[config.mk]
export PLATFORM = sky130hd
export DESIGN_NAME = pwm_cmd_ctrl_flat
export DESIGN_NICKNAME = d
export VERILOG_FILES = /design/src/rtl/pwm_cmd_ctrl_if.sv /design/src/rtl/pwm_cmd_ctrl.sv /design/src/flat_wrapper.sv
export SDC_FILE = /design/constraint.sdc
export NUM_CORES = 1
export LEC_CHECK = 0
export BUFFER_PORTS_ARGS = -buffer_cell sky130_fd_sc_hd__buf_4
export CORE_MARGIN = 2
export CORE_UTILIZATION = 45
export CTS_BUF_LIST = sky130_fd_sc_hd__clkbuf_2
export DETAILED_ROUTE_END_ITERATION = 7
export SLEW_MARGIN = 20
export SYNTH_ARGS = -nofsm -noshare
export SYNTH_HDL_FRONTEND = slang
export SYNTH_SLANG_ARGS = --single-unit
[constraint.sdc]
create_clock -name CLK -period 3.1 [get_ports CLK]
set_input_delay 0.31 -clock CLK [delete_from_list [all_inputs] [get_ports CLK]]
set_output_delay 0.31 -clock CLK [all_outputs]
set_load 0.1 [all_outputs]
[src/rtl/pwm_cmd_ctrl_if.sv]
// rtl/pwm_cmd_ctrl_if.sv - byte receive, duty bank and response handshake bundle for pwm_cmd_ctrl
interface pwm_cmd_ctrl_if #(
  parameter int NUM_CH = 4
);
  logic [7:0]          rx_data;
  logic                rx_valid;
  logic [8*NUM_CH-1:0] duty;
  logic [NUM_CH-1:0]   duty_update;
  logic [7:0]          tx_data;
  logic                tx_valid;
  logic                tx_ready;
  logic [7:0]          err_count;
  logic                busy;

  modport master (
    output rx_data, rx_valid, tx_ready,
    input  duty, duty_update, tx_data, tx_valid, err_count, busy
  );

  modport slave (
    input  rx_data, rx_valid, tx_ready,
    output duty, duty_update, tx_data, tx_valid, err_count, busy
  );
endinterface

[src/rtl/pwm_cmd_ctrl.sv]
// rtl/pwm_cmd_ctrl.sv - framed UART command parser driving a bank of 8-bit PWM duty registers
module pwm_cmd_ctrl #(
  parameter int         CLK_FREQ   = 72_000_000,
  parameter int         NUM_CH     = 4,
  parameter logic [7:0] DUTY_INIT  = 8'h40,
  parameter logic [7:0] SYNC_BYTE  = 8'hA5,
  parameter int         TIMEOUT_US = 1000
) (
  input logic          CLK,
  input logic          RST,
  pwm_cmd_ctrl_if.slave bus
);
  localparam int               TIMEOUT_CYC = (CLK_FREQ / 1_000_000) * TIMEOUT_US;
  localparam int               CNT_W       = $clog2(TIMEOUT_CYC + 1);
  localparam logic [CNT_W-1:0] TMO_LAST    = CNT_W'(TIMEOUT_CYC - 1);
  localparam logic [7:0]       ACK         = 8'h06;
  localparam logic [7:0]       NAK         = 8'h15;

  typedef enum logic [2:0] {IDLE, GET_CMD, GET_ARG, GET_CHK, EXEC, RESP} state_t;

  state_t              state;
  logic [7:0]          cmd_q;
  logic [7:0]          arg_q;
  logic [7:0]          chk_q;
  logic [CNT_W-1:0]    tmo_cnt;
  logic [8*NUM_CH-1:0] duty_q;
  logic [NUM_CH-1:0]   upd_q;
  logic [7:0]          tx_data_q;
  logic                tx_valid_q;
  logic [7:0]          err_q;
  logic                busy_q;

  logic [1:0] op;
  logic [5:0] ch;
  logic       ch_ok;
  logic       frame_ok;
  logic [7:0] rd_byte;
  logic       in_frame;
  logic       tmo_hit;
  logic       overrun;
  logic       err_ev;

  // Frame decode, readback mux and the error events seen this cycle
  always_comb begin
    op       = cmd_q[7:6];
    ch       = cmd_q[5:0];
    ch_ok    = {1'b0, ch} < 7'(NUM_CH);
    // Checksum first, then illegal opcode, then channel range (broadcast ignores channel)
    frame_ok = (chk_q == (SYNC_BYTE ^ cmd_q ^ arg_q)) && (op != 2'b11) &&
               ((op == 2'b01) || ch_ok);
    rd_byte  = 8'h00;
    for (int k = 0; k < NUM_CH; k++) begin
      if (ch == 6'(k)) rd_byte = duty_q[8*k +: 8];
    end
    in_frame = (state == GET_CMD) || (state == GET_ARG) || (state == GET_CHK);
    // A byte arriving on the terminal count keeps the frame alive
    tmo_hit  = in_frame && !bus.rx_valid && (tmo_cnt == TMO_LAST);
    overrun  = bus.rx_valid && ((state == EXEC) || (state == RESP));
    // Coincident events collapse into a single increment
    err_ev   = tmo_hit || overrun || ((state == EXEC) && !frame_ok);
  end

  // Parser FSM with registered duty bank, response and error counter
  always_ff @(posedge CLK or posedge RST) begin
    if (RST) begin
      state      <= IDLE;
      cmd_q      <= 8'h00;
      arg_q      <= 8'h00;
      chk_q      <= 8'h00;
      tmo_cnt    <= '0;
      duty_q     <= {NUM_CH{DUTY_INIT}};
      upd_q      <= '0;
      tx_data_q  <= 8'h00;
      tx_valid_q <= 1'b0;
      err_q      <= 8'h00;
      busy_q     <= 1'b0;
    end else begin
      upd_q <= '0;
      if (err_ev && (err_q != 8'hFF)) err_q <= err_q + 8'h01;

      case (state)
        IDLE: begin
          if (bus.rx_valid && (bus.rx_data == SYNC_BYTE)) begin
            state   <= GET_CMD;
            tmo_cnt <= '0;
            busy_q  <= 1'b1;
          end
        end

        GET_CMD, GET_ARG, GET_CHK: begin
          if (bus.rx_valid) begin
            tmo_cnt <= '0;
            case (state)
              GET_CMD: begin cmd_q <= bus.rx_data; state <= GET_ARG; end
              GET_ARG: begin arg_q <= bus.rx_data; state <= GET_CHK; end
              default: begin chk_q <= bus.rx_data; state <= EXEC;    end
            endcase
          end else if (tmo_hit) begin
            state  <= IDLE;
            busy_q <= 1'b0;
          end else begin
            tmo_cnt <= tmo_cnt + 1'b1;
          end
        end

        EXEC: begin
          state      <= RESP;
          tx_valid_q <= 1'b1;
          if (!frame_ok) begin
            tx_data_q <= NAK;
          end else if (op == 2'b10) begin
            tx_data_q <= rd_byte;
          end else begin
            tx_data_q <= ACK;
            for (int k = 0; k < NUM_CH; k++) begin
              if ((op == 2'b01) || (ch == 6'(k))) begin
                duty_q[8*k +: 8] <= arg_q;
                upd_q[k]         <= 1'b1;
              end
            end
          end
        end

        RESP: begin
          if (bus.tx_ready) begin
            tx_valid_q <= 1'b0;
            state      <= IDLE;
            busy_q     <= 1'b0;
          end
        end

        default: begin
          state  <= IDLE;
          busy_q <= 1'b0;
        end
      endcase
    end
  end

  assign bus.duty        = duty_q;
  assign bus.duty_update = upd_q;
  assign bus.tx_data     = tx_data_q;
  assign bus.tx_valid    = tx_valid_q;
  assign bus.err_count   = err_q;
  assign bus.busy        = busy_q;
endmodule

[src/flat_wrapper.sv]
// flat-port wrapper written by rule: the top's interface ports become plain ports
module pwm_cmd_ctrl_flat 
#(
  parameter int         CLK_FREQ   = 72_000_000,
  parameter int         NUM_CH     = 4,
  parameter logic [7:0] DUTY_INIT  = 8'h40,
  parameter logic [7:0] SYNC_BYTE  = 8'hA5,
  parameter int         TIMEOUT_US = 1000
)
  (CLK, RST, bus_rx_data, bus_rx_valid, bus_tx_ready, bus_duty, bus_duty_update, bus_tx_data, bus_tx_valid, bus_err_count, bus_busy);
  pwm_cmd_ctrl_if #(.NUM_CH(NUM_CH)) bus_i ();
  input logic CLK;
  input logic RST;
  input wire logic [$bits(bus_i.rx_data)-1:0] bus_rx_data;
  input wire logic [$bits(bus_i.rx_valid)-1:0] bus_rx_valid;
  input wire logic [$bits(bus_i.tx_ready)-1:0] bus_tx_ready;
  output wire logic [$bits(bus_i.duty)-1:0] bus_duty;
  output wire logic [$bits(bus_i.duty_update)-1:0] bus_duty_update;
  output wire logic [$bits(bus_i.tx_data)-1:0] bus_tx_data;
  output wire logic [$bits(bus_i.tx_valid)-1:0] bus_tx_valid;
  output wire logic [$bits(bus_i.err_count)-1:0] bus_err_count;
  output wire logic [$bits(bus_i.busy)-1:0] bus_busy;
  assign bus_i.rx_data = bus_rx_data;
  assign bus_i.rx_valid = bus_rx_valid;
  assign bus_i.tx_ready = bus_tx_ready;
  assign bus_duty = bus_i.duty;
  assign bus_duty_update = bus_i.duty_update;
  assign bus_tx_data = bus_i.tx_data;
  assign bus_tx_valid = bus_i.tx_valid;
  assign bus_err_count = bus_i.err_count;
  assign bus_busy = bus_i.busy;
  pwm_cmd_ctrl #(.CLK_FREQ(CLK_FREQ), .NUM_CH(NUM_CH), .DUTY_INIT(DUTY_INIT), .SYNC_BYTE(SYNC_BYTE), .TIMEOUT_US(TIMEOUT_US)) u_core (.CLK(CLK), .RST(RST), .bus(bus_i));
endmodule
==> flow_summary.toml, run 1 <==
[routing]
drt_iter0_drc = 220
wire_per_inst_um = 16.9
wirelength_um = 10500
drtAntennaViolNets = 0
vias = 3374
route.detailed.drc = 0
dr.pass1.iters = 5
vias_per_cell = 5.41

[logic_synthesis]
ys_seq_elements = 98
syn_area_um2 = 4780
synth_edf_count = 0
syn_nets = 410
synth_top_flop_cell = "dfrtp_1"
syn_inst = 396
ys_seq_area_frac = 0.514
ys_types = 50
ys_warn_count = 0
postSynth.asyncResetShare = 1.00
synth_area_per_cell_um2 = 12.1

[grt]
grt_use_total = 0.201
first_global_vias = 3386
grt_overflow = 0
antenna_found_initial = 0
grt_first_pass_wirelength_um = 17800
grt_max_degree = 54

[critical_path]
crit_path_end_kind = "register"
cp-start-kind = "register"
worst-path-max-fanout = 8
cp_data_required_time_ns = 3.58
crit_path_start = "u_core.cmd_q[5]"
r2r-start = "u_core.cmd_q[5]"
cp.arrival_ns = 3.22
crit_type = "reg -> reg"

[sta]
maxSlewHeadroom = 0.501
setup_viol = 0
period_needed_ns = 2.74
tightestPinTransition_ns = 0.742
slew_violations = 0
fin_skew_ns = 0.0270
min_period_over_period = 0.884
rsz0062_at_grt = "no"
fmax_mhz = 365
hold_violations = 0
setup_slack_ns = 0.360
setup_tns_ns = 0

[clocking]
cts_buffer_depth = 2
root_buffer = "clkbuf_2"
cts_made_buffers = 9
ctsResizeCount = 0
clkSinkCount = 98
clk_pin_slew_ns = 0.27
htree_levels = 3
tritoncts = "done"
clock_latency_ns = 0.58

[layout]
area_delta_synth_final_pct = 19.9
finalNetCount = 497
final_util = 0.555
drive_gt1_frac = 0.355
diodes = 0
finalInstanceArea_um2 = 5730
num-fill-cells = 884

[placed_design]
portBuffers = 65
dpl-instance-area_um2 = 5500
place_ws_ns = 0.413
hpwlAfterDp_um = 7670
globalplace.congestion = 0.804

[min_path]
hold_class = "in -> async"

[floorplan]
core.rowCount = 37
coreArea_um2 = 10300
die_h_um = 107
start_util = 0.463
die-area_um2 = 11500
die_x_um = 107
ios = 66

[run]
drv_cap = 0

[status]
status = "finished clean"

[power_and_ir_drop]
leakage_nw = 2.70
p_per_area_nw_per_um2 = 758
ir_drop_mv = 0.596
==> per-layer routing <==
| metal | GRT usage | up-vias | wire [um] |
|---|---|---|---|
| li1 | - | 1607 | - |
| met1 | 0.295 | 1687 | 5120 |
| met2 | 0.300 | 66 | 4790 |
| met3 | 0.0286 | 14 | 439 |
| met4 | 0.0779 | 0 | 178 |
| met5 | 0 | - | 0 |
==> power by group <==
part	internal, mW	switching [mW]	total, mW
logic	0.761	1.11	1.87
clock network	0.196	0.448	0.644
registers	1.52	0.312	1.83
==> cells in the final DEF, fill, tap and decap left out, types with 6 or more instances in the layout <==
master / synthesis / routed
and3_1: 8 / 8
xor2_1: 12 / 12
xnor2_1: 12 / 12
dfrtp_1: 94 / 94
o21ai_0: 14 / 14
clkbuf_2: 0 / 9
nand3_1: 20 / 20
buf_4: 0 / 77
a21oi_1: 9 / 9
mux2i_1: 6 / 6
dlygate4sd3_1: 0 / 11
mux2_2: 60 / 60
nor2_1: 27 / 27
nand2_1: 28 / 28
nand4_1: 12 / 12
==> stage by stage <==
step	hold slack, ns	power (mW)	std cells
detailed placement	0.418	3.73	597
global placement	0.411	3.70	597
CTS	0.286	4.39	624
floorplan	0.427	3.24	396
global route	0.280	4.63	624
finish	0.317	4.35	624
==> kinds of logic after synthesis <==
group           share of synthesized area
simple gates                        0.162
flops                               0.514
fa+ha+maj                          0.0136
buf+inv                            0.0154
mux                                 0.170
xor+xnor                           0.0633
compound gates                     0.0615
==> critical path, cell delays in order (launching register included) <==
cell	delay, ns
dfrtp_1	0.49
or4_4	0.58
a22o_1	0.27
a2111oi_4	0.37
nand3_4	0.31
nor2_8	0.28
mux2_2	0.35
==> timing repair <==
item,CTS,global route
hold buffers,11,0
endpoints found under the setup margin,0,0
setup buffers,0,0
hold endpoints to repair,68,0
==> flip-flops by register name, summed over array words and instances, names as in the netlist <==
register	count
u_core.bus.duty	32
u_core.tmo_cnt	17
u_core.arg_q	8
u_core.bus.err_count	8
u_core.bus.tx_data	8
u_core.chk_q	8
u_core.cmd_q	8
u_core.bus.duty_update	4
u_core.state	3
u_core.bus.busy	1
u_core.bus.tx_valid	1
==> synth_stat cells (all sizes together) (2+ instances only) <==
cell / n / area, um2
xor2: 12 / 105
or3: 5 / 31.3
xnor2: 12 / 105
mux4: 3 / 67.6
xnor3: 2 / 45.0
nand3: 21 / 118
o21ai: 14 / 70.1
dfrtp: 94 / 2350
a22o: 4 / 35.0
o31ai: 4 / 30.0
and4: 2 / 17.5
nor3b: 2 / 15.0
clkbuf: 10 / 37.5
nor2b: 3 / 18.8
mux2: 61 / 687
and3: 8 / 50.1
buf: 3 / 13.8
a31oi: 5 / 37.5
dfstp: 4 / 105
ha: 2 / 25.0
o22a: 2 / 17.5
xor3: 2 / 47.6
or4: 2 / 18.8
inv: 6 / 22.5
nor4b: 2 / 30.0
mux2i: 6 / 60.1
nor2: 31 / 181
nand4: 12 / 75.1
nor4: 3 / 25.0
and2: 3 / 18.8
a21oi: 9 / 45.0
maj3: 4 / 40.0
nand3b: 4 / 30.0
nand2: 28 / 105
nor3: 3 / 15.0
==> final timing paths <==
kind / to / slack (ns) / depth (start not counted)
setup reg to reg: u_core.bus.duty[17] / 0.36 / 6
hold reg to reg: u_core.bus.err_count[4] / 0.52 / 1
min in group CLK: u_core.cmd_q[6] / 0.50 / 4
max in group asynchronous: u_core.tmo_cnt[6] / 2.10 / 4
hold / removal: u_core.bus.tx_data[1] / 0.32 / 3
setup / recovery: u_core.bus.duty[17] / 0.36 / 6
==> area by class of cell <==
type	count	area, um2	area share
flip-flops and latches	98	2460	0.429
multi-input cells	279	2250	0.393
repair buffers	89	708	0.123
well taps	136	170	0.0297
clock inverters	7	76.3	0.0133
clock buffers	9	45.0	0.00786
inverters	6	25.0	0.00436
Note: power is estimated with default switching activity, not from simulation.
==> run 2, diff against run 1 <==
- CORE_UTILIZATION: 45 -> 30
==> run 2 against run 1 <==
Utilization down 18 points; fmax down 1.6%; final cell count rose by 13%; sequential cell count stayed put; wire length rose by 8.7%; critical path depth unchanged; clock power grew 1%; combinational power is 2% lower; clock skew up 0.018 ns; critical path type unchanged; critical endpoint is now u_core.bus.duty[19].
==> flow_summary.toml, run 2 (same netlist as run 1, synthesis figures left out) <==
[status]
status = "finished clean"

[floorplan]
ios = 66
die-area_um2 = 17000
start_util = 0.304
die_x_um = 130
coreArea_um2 = 15700
die_h_um = 130
core.rowCount = 46

[clocking]
cts_buffer_depth = 2
clock_latency_ns = 0.59
root_buffer = "clkbuf_2"
clkSinkCount = 98
ctsResizeCount = 0
clk_pin_slew_ns = 0.30
htree_levels = 3
tritoncts = "done"
cts_made_buffers = 9

[grt]
grt_first_pass_wirelength_um = 18500
grtUsageMet3 = 0.0324
grt_use_total = 0.141
grt.busiest_layer = "met2"
antenna_found_initial = 0
first_global_vias = 3541
grtUsageMet1 = 0.181
grt.met2_usage = 0.244
grt_overflow = 0
grt_max_degree = 46

[sta]
fin_skew_ns = 0.0454
fmax_mhz = 359
rsz0062_at_grt = "no"
maxSlewHeadroom = 0.486
slew_violations = 0
period_needed_ns = 2.78
tightestPinTransition_ns = 0.769
min_period_over_period = 0.898
hold_violations = 0
fin_hold_ws_ns = 0.350
setup_viol = 0
setup_tns_ns = 0

[run]
drv_cap = 0

[critical_path]
crit_type = "reg -> reg"
reg2reg_slack_ns = 0.32
worst-path-max-fanout = 8
cp_data_required_time_ns = 3.59
crit_path_end_kind = "register"
crit_path_start = "u_core.cmd_q[5]"
r2r-start = "u_core.cmd_q[5]"
cp-start-kind = "register"
cp.arrival_ns = 3.28

[routing]
vias = 3432
route.detailed.drc = 0
drtAntennaViolNets = 0
wirelength_um = 11400
vias_per_cell = 4.85
drt_iter0_drc = 170
wire_per_inst_um = 16.2
dr.pass1.iters = 6

[min_path]
hold_class = "in -> async"

[layout]
layout_common_cells = "dfrtp_1, buf_4, mux2_2"
area_delta_synth_final_pct = 22.1
drive_gt1_frac = 0.359
finalNetCount = 499
num-fill-cells = 1573
final_common_cell = "dfrtp_1"
largest_reg_flops = 32

[power_and_ir_drop]
p_per_area_nw_per_um2 = 748
ir_drop_mv = 0.595
p_total_mw = 4.37
leakage_nw = 2.70

[placed_design]
globalplace.congestion = 0.806
portBuffers = 65
hpwlAfterDp_um = 8410
## run 2: cell type report
type	instances	area, um2	area share
Tap cell	216	270	0.0463
Clock inverter	6	72.6	0.0124
Timing Repair Buffer	91	711	0.122
Inverter	6	23.8	0.00407
Clock buffer	10	50.0	0.00857
Antenna cell	1	2.50	0.000429
Multi-Input combinational cell	279	2250	0.386
Sequential cell	98	2460	0.421
## run 2: routing by layer
layer	part of all wire	vias to the layer above
met3	0.034	12
met5	0	-
met2	0.50	73
li1	-	1615
met4	0.012	0
met1	0.46	1732
## run 2: timing repair
action / 4_1_cts / 5_1_grt
endpoints found under the hold margin: 65 / 0
hold buffers: 11 / 0
setup buffers: 0 / 0
## run 2: power breakdown
group / total [mW] / switching [mW] / internal (mW)
sequential: 1.89 / 0.370 / 1.52
clock: 0.652 / 0.452 / 0.200
combinational: 1.83 / 1.08 / 0.752
## run 2: path summary, 6_finish.rpt
check                                             end  cells after the start
worst max register to register    u_core.bus.duty[19]                      6
min in group CLK                      u_core.chk_q[4]                      3
max in group asynchronous             u_core.chk_q[3]                      4
worst min register to register  u_core.bus.tx_data[5]                      2
worst max-delay path              u_core.bus.duty[19]                      6
worst min-delay path               u_core.bus.duty[9]                      3
## run 2: critical path, stage by stage, from the launching register on
cell and delay, ns:
dfrtp_1 0.50, or4_4 0.57, a22o_1 0.28, a2111oi_4 0.38, nand3_4 0.31, nor2_8 0.29
mux2_2 0.35
## run 2: through the flow
step                std cells  cell area [um2]  utilization  setup slack (ns)
finish                    707             5840        0.372             0.316
global route              706             5840        0.371             0.223
CTS                       706             5840        0.371             0.335
detailed placement        679             5600        0.357             0.382
global placement          679             5600        0.357             0.459
floorplan                 396             4780            -             0.235
==> run 3, diff against run 2 <==
- CORE_UTILIZATION: 30 -> 60
- PLACE_DENSITY: not set -> 0.83
==> run 3 against run 2 <==
Fmax rose by 0.39%; non-clock buffer count fell by 6; combinational power barely moved; die area fell by 49%; hold slack got worse by 0.31 ns; sequential power barely moved; global-route usage rose by 11 points.
==> flow_summary.toml, run 3 (same netlist as run 1, synthesis figures left out) <==
[clocking]
tritoncts = "done"
cts_made_buffers = 9
root_buffer = "clkbuf_2"
ctsResizeCount = 0
postCtsSetupBuffers = 0
cts_buffer_depth = 2
htree_levels = 3
clk_pin_slew_ns = 0.27
clock_latency_ns = 0.56
clkSinkCount = 98

[routing]
drtAntennaViolNets = 0
wirelength_um = 10600
drt_iter0_drc = 182
dr.pass1.iters = 5
route.detailed.drc = 0
vias_per_cell = 5.99
vias = 3513
wire_per_inst_um = 18.1

[layout]
num-fill-cells = 514
finalNetCount = 493
area_delta_synth_final_pct = 17.8
largest_reg_flops = 32
diodes = 0
layout_common_cells = "dfrtp_1, buf_4, mux2_2"
drive_gt1_frac = 0.353
final_common_cell = "dfrtp_1"

[grt]
antenna_found_initial = 0
grt_overflow = 0
grt_first_pass_wirelength_um = 17300
first_global_vias = 3390
grt_use_total = 0.254
grt_max_degree = 52

[sta]
fin_skew_ns = 0.0262
setup_tns_ns = 0
hold_violations = 0
period_needed_ns = 2.77
slew_violations = 0
min_period_over_period = 0.895
rsz0062_at_grt = "no"
tightestPinTransition_ns = 0.929
setup_viol = 0
maxSlewHeadroom = 0.379
fin_hold_ws_ns = 0.0395
fmax_mhz = 361

[critical_path]
cp.arrival_ns = 3.24
crit_path_start = "u_core.cmd_q[5]"
max_stage_delay_ns = 0.59
cp_data_required_time_ns = 3.56
r2r-start = "u_core.cmd_q[5]"
crit_path_end_kind = "register"
worst-path-max-fanout = 8
cp_top_family = "simple AND/OR/NAND/NOR gates"
worstPathCellList = "or4_4, a22o_1, a2111oi_4, nand3_4, nor2_8, mux2_2"
cp-start-kind = "register"
crit_buf_inv = 0
crit_type = "reg -> reg"
crit_path_top_delay_cell = "or4_4"

[floorplan]
core.rowCount = 32
ios = 66
coreArea_um2 = 7730
die_h_um = 93.3
start_util = 0.619
die_x_um = 93.3
die-area_um2 = 8700

[placed_design]
portBuffers = 65
hpwlAfterDp_um = 7710
globalplace.congestion = 0.836

[min_path]
hold_class = "in -> reg"
min_from = "bus_rx_valid"

[run]
drv_cap = 0

[power_and_ir_drop]
ir_drop_mv = 0.420
leakage_nw = 2.67
p_per_area_nw_per_um2 = 766

[status]
status = "finished clean"
-- run 3: cell count changes in the layout (fill, tap and decap cells not counted), sizes merged --
cell / before / now
clkbuf: 10 / 9
dlygate4sd3: 11 / 10
buf: 80 / 75
inv: 8 / 10
diode: 1 / 0
bufinv: 1 / 0
-- run 3: per-stage QoR --
| stage | worst slack, ns | power, mW | std cells | util | instance area (um2) |
|---|---|---|---|---|---|
| CTS | 0.346 | 4.31 | 586 | 0.729 | 5640 |
| global placement | 0.438 | 3.65 | 560 | 0.702 | 5420 |
| finish | 0.327 | 4.32 | 586 | 0.729 | 5640 |
| detailed placement | 0.362 | 3.71 | 560 | 0.702 | 5420 |
| floorplan | 0.235 | 3.24 | 396 | - | 4780 |
| global route | 0.214 | 4.55 | 586 | 0.729 | 5640 |
-- run 3: power breakdown --
part	total (mW)	internal [mW]	switching, mW
combinational	1.81	0.734	1.08
sequential	1.91	1.52	0.391
clock	0.596	0.132	0.464
total	4.32	2.39	1.93
-- run 3: repair_timing --
item,in CTS,in global routing
hold endpoints to repair,71,0
setup endpoints to repair,0,0
hold buffers,10,0
-- run 3: layout make-up --
| class | instances | area, um2 | area share |
|---|---|---|---|
| clock buffers | 9 | 45.0 | 0.00799 |
| clock inverters | 7 | 67.6 | 0.0120 |
| inverters | 6 | 23.8 | 0.00422 |
| multi-input cells | 279 | 2250 | 0.400 |
| flip-flops and latches | 98 | 2460 | 0.436 |
| well taps | 102 | 128 | 0.0226 |
| repair buffers | 85 | 663 | 0.118 |
-- run 3: worst paths after layout --
kind | endpoint | slack (ns) | cells past startpoint
setup / recovery | u_core.bus.duty[2] | 0.33 | 6
hold / removal | u_core.state[1] | 0.04 | 3
setup reg to reg | u_core.bus.duty[2] | 0.33 | 6
hold reg to reg | u_core.bus.tx_data[6] | 0.52 | 2
max in group asynchronous | u_core.bus.duty[6] | 1.78 | 4
min in group asynchronous | u_core.bus.err_count[4] | 0.43 | 3
-- run 3: layer usage --
metal	global-route usage	vias to the layer above	share of wire
li1	-	1605	-
met1	0.363	1755	0.44
met2	0.408	139	0.49
met3	0.0395	14	0.058
met4	0.0723	0	0.010
met5	0	-	0
-- run 3: worst min-delay path: stages --
cell	delay, ns
buf_4	0.14
nand3b_1	0.08
a21oi_1	0.06
